==> config.mk <==
export PLATFORM = sky130hd
export DESIGN_NAME = frame_pixel_sequencer
export DESIGN_NICKNAME = d
export VERILOG_FILES = /design/src/rtl/frame_pixel_sequencer.sv
export SDC_FILE = /design/constraint.sdc
export NUM_CORES = 1
export LEC_CHECK = 0
export CAP_MARGIN = 20
export CORE_MARGIN = 2
export CORE_UTILIZATION = 50
export CTS_BUF_LIST = sky130_fd_sc_hd__clkbuf_2
export DETAILED_ROUTE_END_ITERATION = 8
export GPL_ROUTABILITY_DRIVEN = 0
export HOLD_SLACK_MARGIN = 0.05
export PLACE_DENSITY_LB_ADDON = 0.2
export SKIP_LAST_GASP = 1
export SYNTH_ARGS = -nofsm -noshare
export SYNTH_HDL_FRONTEND = slang
export SYNTH_SLANG_ARGS = --single-unit
==> constraint.sdc <==
create_clock -name clk -period 2.5 [get_ports clk]
set_input_delay 0.375 -clock clk [delete_from_list [all_inputs] [get_ports clk]]
set_output_delay 0.375 -clock clk [all_outputs]
set_load 0.02 [all_outputs]
==> src/rtl/frame_pixel_sequencer.sv <==
// frame_pixel_sequencer
//
// Feeds the pixel write stage from a raster-ordered pixel stream. Pixels are
// taken over a valid/ready handshake, the column/row position inside an
// IMG_W x IMG_H frame is tracked, and each pixel is presented with its linear
// frame-buffer address together with a one-cycle writepixel strobe. The write
// stage acts on the rising edge of writepixel, so strobes are always separated
// by at least one low cycle. One start request captures exactly one frame.
//
// Ports
//   clk        : single clock, all logic on the rising edge
//   rst        : asynchronous, active-high reset
//   start      : begin capturing one frame (honoured in IDLE only)
//   abort      : abandon the current frame (honoured in RUN/STROBE only)
//   in_valid   : upstream pixel valid
//   in_pixel   : upstream pixel data
//   in_ready   : a pixel can be accepted this cycle
//   writepixel : one-cycle write strobe to the write stage
//   wr_addr    : linear address, row*IMG_W + col
//   wr_data    : pixel to write
//   busy       : high while capturing (RUN or STROBE)
//   frame_done : one-cycle pulse after the last pixel's strobe
module frame_pixel_sequencer #(
   parameter int IMG_W  = 320,
   parameter int IMG_H  = 240,
   parameter int PIX_W  = 8,
   parameter int ADDR_W = 17
) (
   input  logic              clk,
   input  logic              rst,
   input  logic              start,
   input  logic              abort,
   input  logic              in_valid,
   input  logic [PIX_W-1:0]  in_pixel,
   output logic              in_ready,
   output logic              writepixel,
   output logic [ADDR_W-1:0] wr_addr,
   output logic [PIX_W-1:0]  wr_data,
   output logic              busy,
   output logic              frame_done
);

   localparam int COL_W = (IMG_W > 1) ? $clog2(IMG_W) : 1;
   localparam int ROW_W = (IMG_H > 1) ? $clog2(IMG_H) : 1;

   localparam logic [COL_W-1:0]  COL_LAST = COL_W'(IMG_W - 1);
   localparam logic [ROW_W-1:0]  ROW_LAST = ROW_W'(IMG_H - 1);
   localparam logic [COL_W-1:0]  COL_ONE  = COL_W'(1);
   localparam logic [ROW_W-1:0]  ROW_ONE  = ROW_W'(1);
   localparam logic [ADDR_W-1:0] ADDR_ONE = ADDR_W'(1);

   typedef enum logic [1:0] {
      S_IDLE,
      S_RUN,
      S_STROBE,
      S_DONE
   } state_t;

   state_t              state_q, state_d;
   logic [COL_W-1:0]    col_q, col_d;
   logic [ROW_W-1:0]    row_q, row_d;
   logic [ADDR_W-1:0]   addr_q, addr_d;
   logic [ADDR_W-1:0]   wr_addr_q, wr_addr_d;
   logic [PIX_W-1:0]    wr_data_q, wr_data_d;
   logic                in_ready_q, writepixel_q, busy_q, frame_done_q;

   // Next-state logic. During STROBE the counters still describe the pixel
   // being strobed, so the last-pixel test looks at them before they advance.
   always_comb begin
      state_d   = state_q;
      col_d     = col_q;
      row_d     = row_q;
      addr_d    = addr_q;
      wr_addr_d = wr_addr_q;
      wr_data_d = wr_data_q;

      unique case (state_q)
         S_IDLE: begin
            if (start) begin
               state_d = S_RUN;
               col_d   = '0;
               row_d   = '0;
               addr_d  = '0;
            end
         end

         S_RUN: begin
            if (abort) begin
               state_d = S_IDLE;
            end else if (in_valid) begin
               wr_addr_d = addr_q;
               wr_data_d = in_pixel;
               state_d   = S_STROBE;
            end
         end

         S_STROBE: begin
            addr_d = addr_q + ADDR_ONE;
            if (col_q == COL_LAST) begin
               col_d = '0;
               row_d = row_q + ROW_ONE;
            end else begin
               col_d = col_q + COL_ONE;
            end

            // Abort still lets this cycle's strobe finish but skips DONE.
            if (abort) begin
               state_d = S_IDLE;
            end else if ((col_q == COL_LAST) && (row_q == ROW_LAST)) begin
               state_d = S_DONE;
            end else begin
               state_d = S_RUN;
            end
         end

         S_DONE: begin
            state_d = S_IDLE;
         end

         default: begin
            state_d = S_IDLE;
         end
      endcase
   end

   // Status outputs are decoded from the next state and registered, so they
   // line up exactly with the state they describe and are glitch-free.
   always_ff @(posedge clk or posedge rst) begin
      if (rst) begin
         state_q      <= S_IDLE;
         col_q        <= '0;
         row_q        <= '0;
         addr_q       <= '0;
         wr_addr_q    <= '0;
         wr_data_q    <= '0;
         in_ready_q   <= 1'b0;
         writepixel_q <= 1'b0;
         busy_q       <= 1'b0;
         frame_done_q <= 1'b0;
      end else begin
         state_q      <= state_d;
         col_q        <= col_d;
         row_q        <= row_d;
         addr_q       <= addr_d;
         wr_addr_q    <= wr_addr_d;
         wr_data_q    <= wr_data_d;
         in_ready_q   <= (state_d == S_RUN);
         writepixel_q <= (state_d == S_STROBE);
         busy_q       <= (state_d == S_RUN) || (state_d == S_STROBE);
         frame_done_q <= (state_d == S_DONE);
      end
   end

   assign in_ready   = in_ready_q;
   assign writepixel = writepixel_q;
   assign wr_addr    = wr_addr_q;
   assign wr_data    = wr_data_q;
   assign busy       = busy_q;
   assign frame_done = frame_done_q;

endmodule

==> flow_metrics.env <==
export IMPL_reg2reg_depth=8
export IMPL_htreeDepth=3
export IMPL_drtAntennaViolNets=0
export IMPL_vdd_drop_max_mv=0.513
export IMPL_avgSynthCellArea_um2=11.5
export IMPL_die_w_um=81.6
export IMPL_cts_resized=0
export IMPL_post_route_period_util_pct=81.9
export IMPL_cts_buffers=9
export IMPL_ys_async_sr_fraction_pct=100
export IMPL_io_pins=42
export IMPL_drv_slew=0
export IMPL_path_clk_slew_ns=0.19
export IMPL_synth_distinct_cells=44
export IMPL_post_route_min_period_ns=2.05
export IMPL_timing_rr_end="busy"
export IMPL_path_class="reg -> reg"
export IMPL_hold_buffers=0
export IMPL_die_height_um=81.6
export IMPL_status="finished clean"
export IMPL_drv_cap=0
export IMPL_rows=28
export IMPL_rsz0062_at_grt="no"
export IMPL_grt_pass1_wl_mm=9.85
export IMPL_synth_edf_count=0
export IMPL_drt_drc_violations_left=0
export IMPL_grtUsageTotal_pct=19.7
export IMPL_syn_nets=280
export IMPL_power_total_w=0.00221
export IMPL_drt_iter0_drc=93
export IMPL_p_per_area_mw_per_mm2=607
export IMPL_crit_end="busy"
export IMPL_cp_data_required_time_ns=2.96
export IMPL_die_area_mm2=0.00666
export IMPL_num_vias=2207
export IMPL_post_drt_via_cell_ratio=5.72
export IMPL_relSlewSlack_pct=42.0
export IMPL_routed_wl_mm=5.83
export IMPL_setup_tns_final_ns=0
export IMPL_synth_largest_area_cell="dfrtp_1"
export IMPL_final_nets=325
export IMPL_worstMarginPinSlew_ns=0.868
export IMPL_yosysWarnings=0
export IMPL_syn_instance_count=261
export IMPL_grt_max_degree=66
export IMPL_yosysTopAreaCellShare_pct=54.0
export IMPL_initial_core_util_pct=51.2
export IMPL_antenna_cells=0
export IMPL_dp_hpwl_mm=3.87
export IMPL_startpoint_type="flip-flop"
export IMPL_clk_latency_ns=0.50
export IMPL_clock_path_buffers=2
export IMPL_syn_area_mm2=0.00301
export IMPL_synth_seq_area_share_pct=54.0
export IMPL_hold_viol=0
export IMPL_ys_ff_latch=65
export IMPL_clock_sinks=65
export IMPL_coreArea_mm2=0.00589
export IMPL_arrival_ns=2.51
export IMPL_fmax_mhz=489
export IMPL_numPortBuffers=41
export IMPL_ys_top_cells_by_area="dfrtp_1 (54%), mux2_2 (10%), nand2_1 (3.0%)"
export IMPL_p_leak_nw=1.64
export IMPL_worstSetupStartpoint="col_q[0]"
export IMPL_grt_pass1_vias=2085
export IMPL_dp_cells=370
export IMPL_clock_skew_ns=0.0264
export IMPL_wl_per_cell_um=15.1
export IMPL_gr_total_overflow=0
export IMPL_drive_above_1_share_pct=18.3
export IMPL_clock_root_buffer="clkbuf_2"
export IMPL_area_growth_pct=20.7
export IMPL_setup_viol=0
export IMPL_r2r_setup_slack_ns=0.45
export IMPL_postCtsSetupRepairBufs=0
export IMPL_antenna_found_initial=0
export IMPL_crit_fanout=5
export IMPL_hp_class="in -> async"
export IMPL_critPathCaptureType="flip-flop"
export IMPL_r2r_start="col_q[0]"
export IMPL_dr_pass1_iters=4
export IMPL_cts_tree="built"
export IMPL_fin_cells=386
export IMPL_final_fill_count=494
export IMPL_yosys_most_used_dff="dfrtp_1"
-- cells by family after synthesis --
logic type | Yosys count | share of synthesized area, %
buffers and inverters | 19 | 2.91
multiplexers | 34 | 12.4
XOR/XNOR | 1 | 0.291
adder cells (fa/ha/maj) | 6 | 2.49
AO/OA/AOI/OAI | 58 | 13.2
AND/OR/NAND/NOR | 78 | 14.7
flip-flops | 65 | 54.0
-- Yosys cell counts (6+ instances only) --
master	n
dfrtp_1	65
o31ai_1	11
nand4_1	7
mux2i_1	7
buf_2	7
nand3_1	10
o21ai_0	16
ha_1	6
nand2_1	24
a21oi_1	6
clkbuf_1	6
mux2_2	27
-- area by class of cell --
class / instances / area, um2 / area share, %
Sequential cell: 65 / 1630 / 44.7
Multi-Input combinational cell: 177 / 1310 / 36.1
Timing Repair Buffer: 48 / 475 / 13.1
Tap cell: 75 / 93.8 / 2.58
Clock inverter: 6 / 58.8 / 1.62
Clock buffer: 10 / 50.0 / 1.38
Inverter: 5 / 18.8 / 0.516
-- sequential cells by signal, indices dropped and copies added (netlist names), 2 cells and up --
signal	cells
addr_q	17
wr_addr	17
col_q	9
row_q	8
wr_data	8
state_q	2
-- per-stage QoR --
| stage | setup slack, ns | cell area [um2] | util (%) | hold slack (ns) |
|---|---|---|---|---|
| 6_report | 0.453 | 3640 | 61.8 | 0.232 |
| 2_1_floorplan | 0.499 | 3010 | - | 0.447 |
| 4_1_cts | 0.443 | 3640 | 61.8 | 0.217 |
| 3_5_place_dp | 0.433 | 3530 | 59.9 | 0.476 |
| 3_3_place_gp | 0.466 | 3530 | 59.9 | 0.476 |
| 5_1_grt | 0.281 | 3640 | 61.8 | 0.237 |
-- where the power goes --
part / switching [W] / internal (W) / total, W
sequential: 0.0000476 / 0.00113 / 0.00117
clock: 0.000391 / 0.000230 / 0.000622
combinational: 0.000205 / 0.000208 / 0.000413
-- routing by layer --
layer  wire length, um  part of all wire [%]  GRT usage (%)  vias to the layer above
met5                 0                     0              0                        -
met4               108                   1.9           9.00                        0
met3               229                   3.9           4.73                       10
met2              2610                    45           27.5                       43
met1              2880                    49           28.9                     1079
li1                  -                     -              -                     1075
-- placed cells by master, fill, tap and decap left out, types with 2 or more instances in the layout --
cell type / count
mux2i_1: 7
clkinv_2: 4
ha_1: 6
nor4_1: 3
nand4_1: 7
o21ai_0: 16
nand3_1: 10
and2_1: 3
nand2_1: 24
dfrtp_1: 65
a31oi_1: 3
nor2b_1: 3
mux2_2: 27
and4_1: 4
o211ai_1: 5
and3_1: 4
a31o_2: 2
or4_1: 5
inv_1: 4
o31ai_1: 11
clkbuf_2: 10
clkdlybuf4s50_1: 41
a21oi_1: 6
buf_4: 6
o41ai_1: 2
a22o_1: 4
or3_1: 2
nand2b_1: 3
nor2_1: 3
-- worst min path at each step --
| stage | start | end | slack [ns] | depth (start not counted) |
|---|---|---|---|---|
| 5_1_grt | rst | wr_addr[16] | 0.24 | 3 |
| 4_1_cts | rst | wr_data[7] | 0.22 | 3 |
| 3_3_place_gp | addr_q[16] | addr_q[16] | 0.48 | 1 |
| 2_1_floorplan | addr_q[16] | addr_q[16] | 0.45 | 1 |
| 3_5_place_dp | addr_q[16] | addr_q[16] | 0.48 | 1 |
| 6_report | rst | wr_addr[16] | 0.23 | 3 |
-- critical path: stages, from the launching register on --
cell and delay [ns]:
dfrtp_1 0.44, ha_1 0.23, and3_1 0.26, nand3_1 0.12
nor4_1 0.34, buf_4 0.20, a31o_2 0.16, ha_1 0.22
inv_1 0.05
Note: power is estimated with default switching activity, not from simulation.
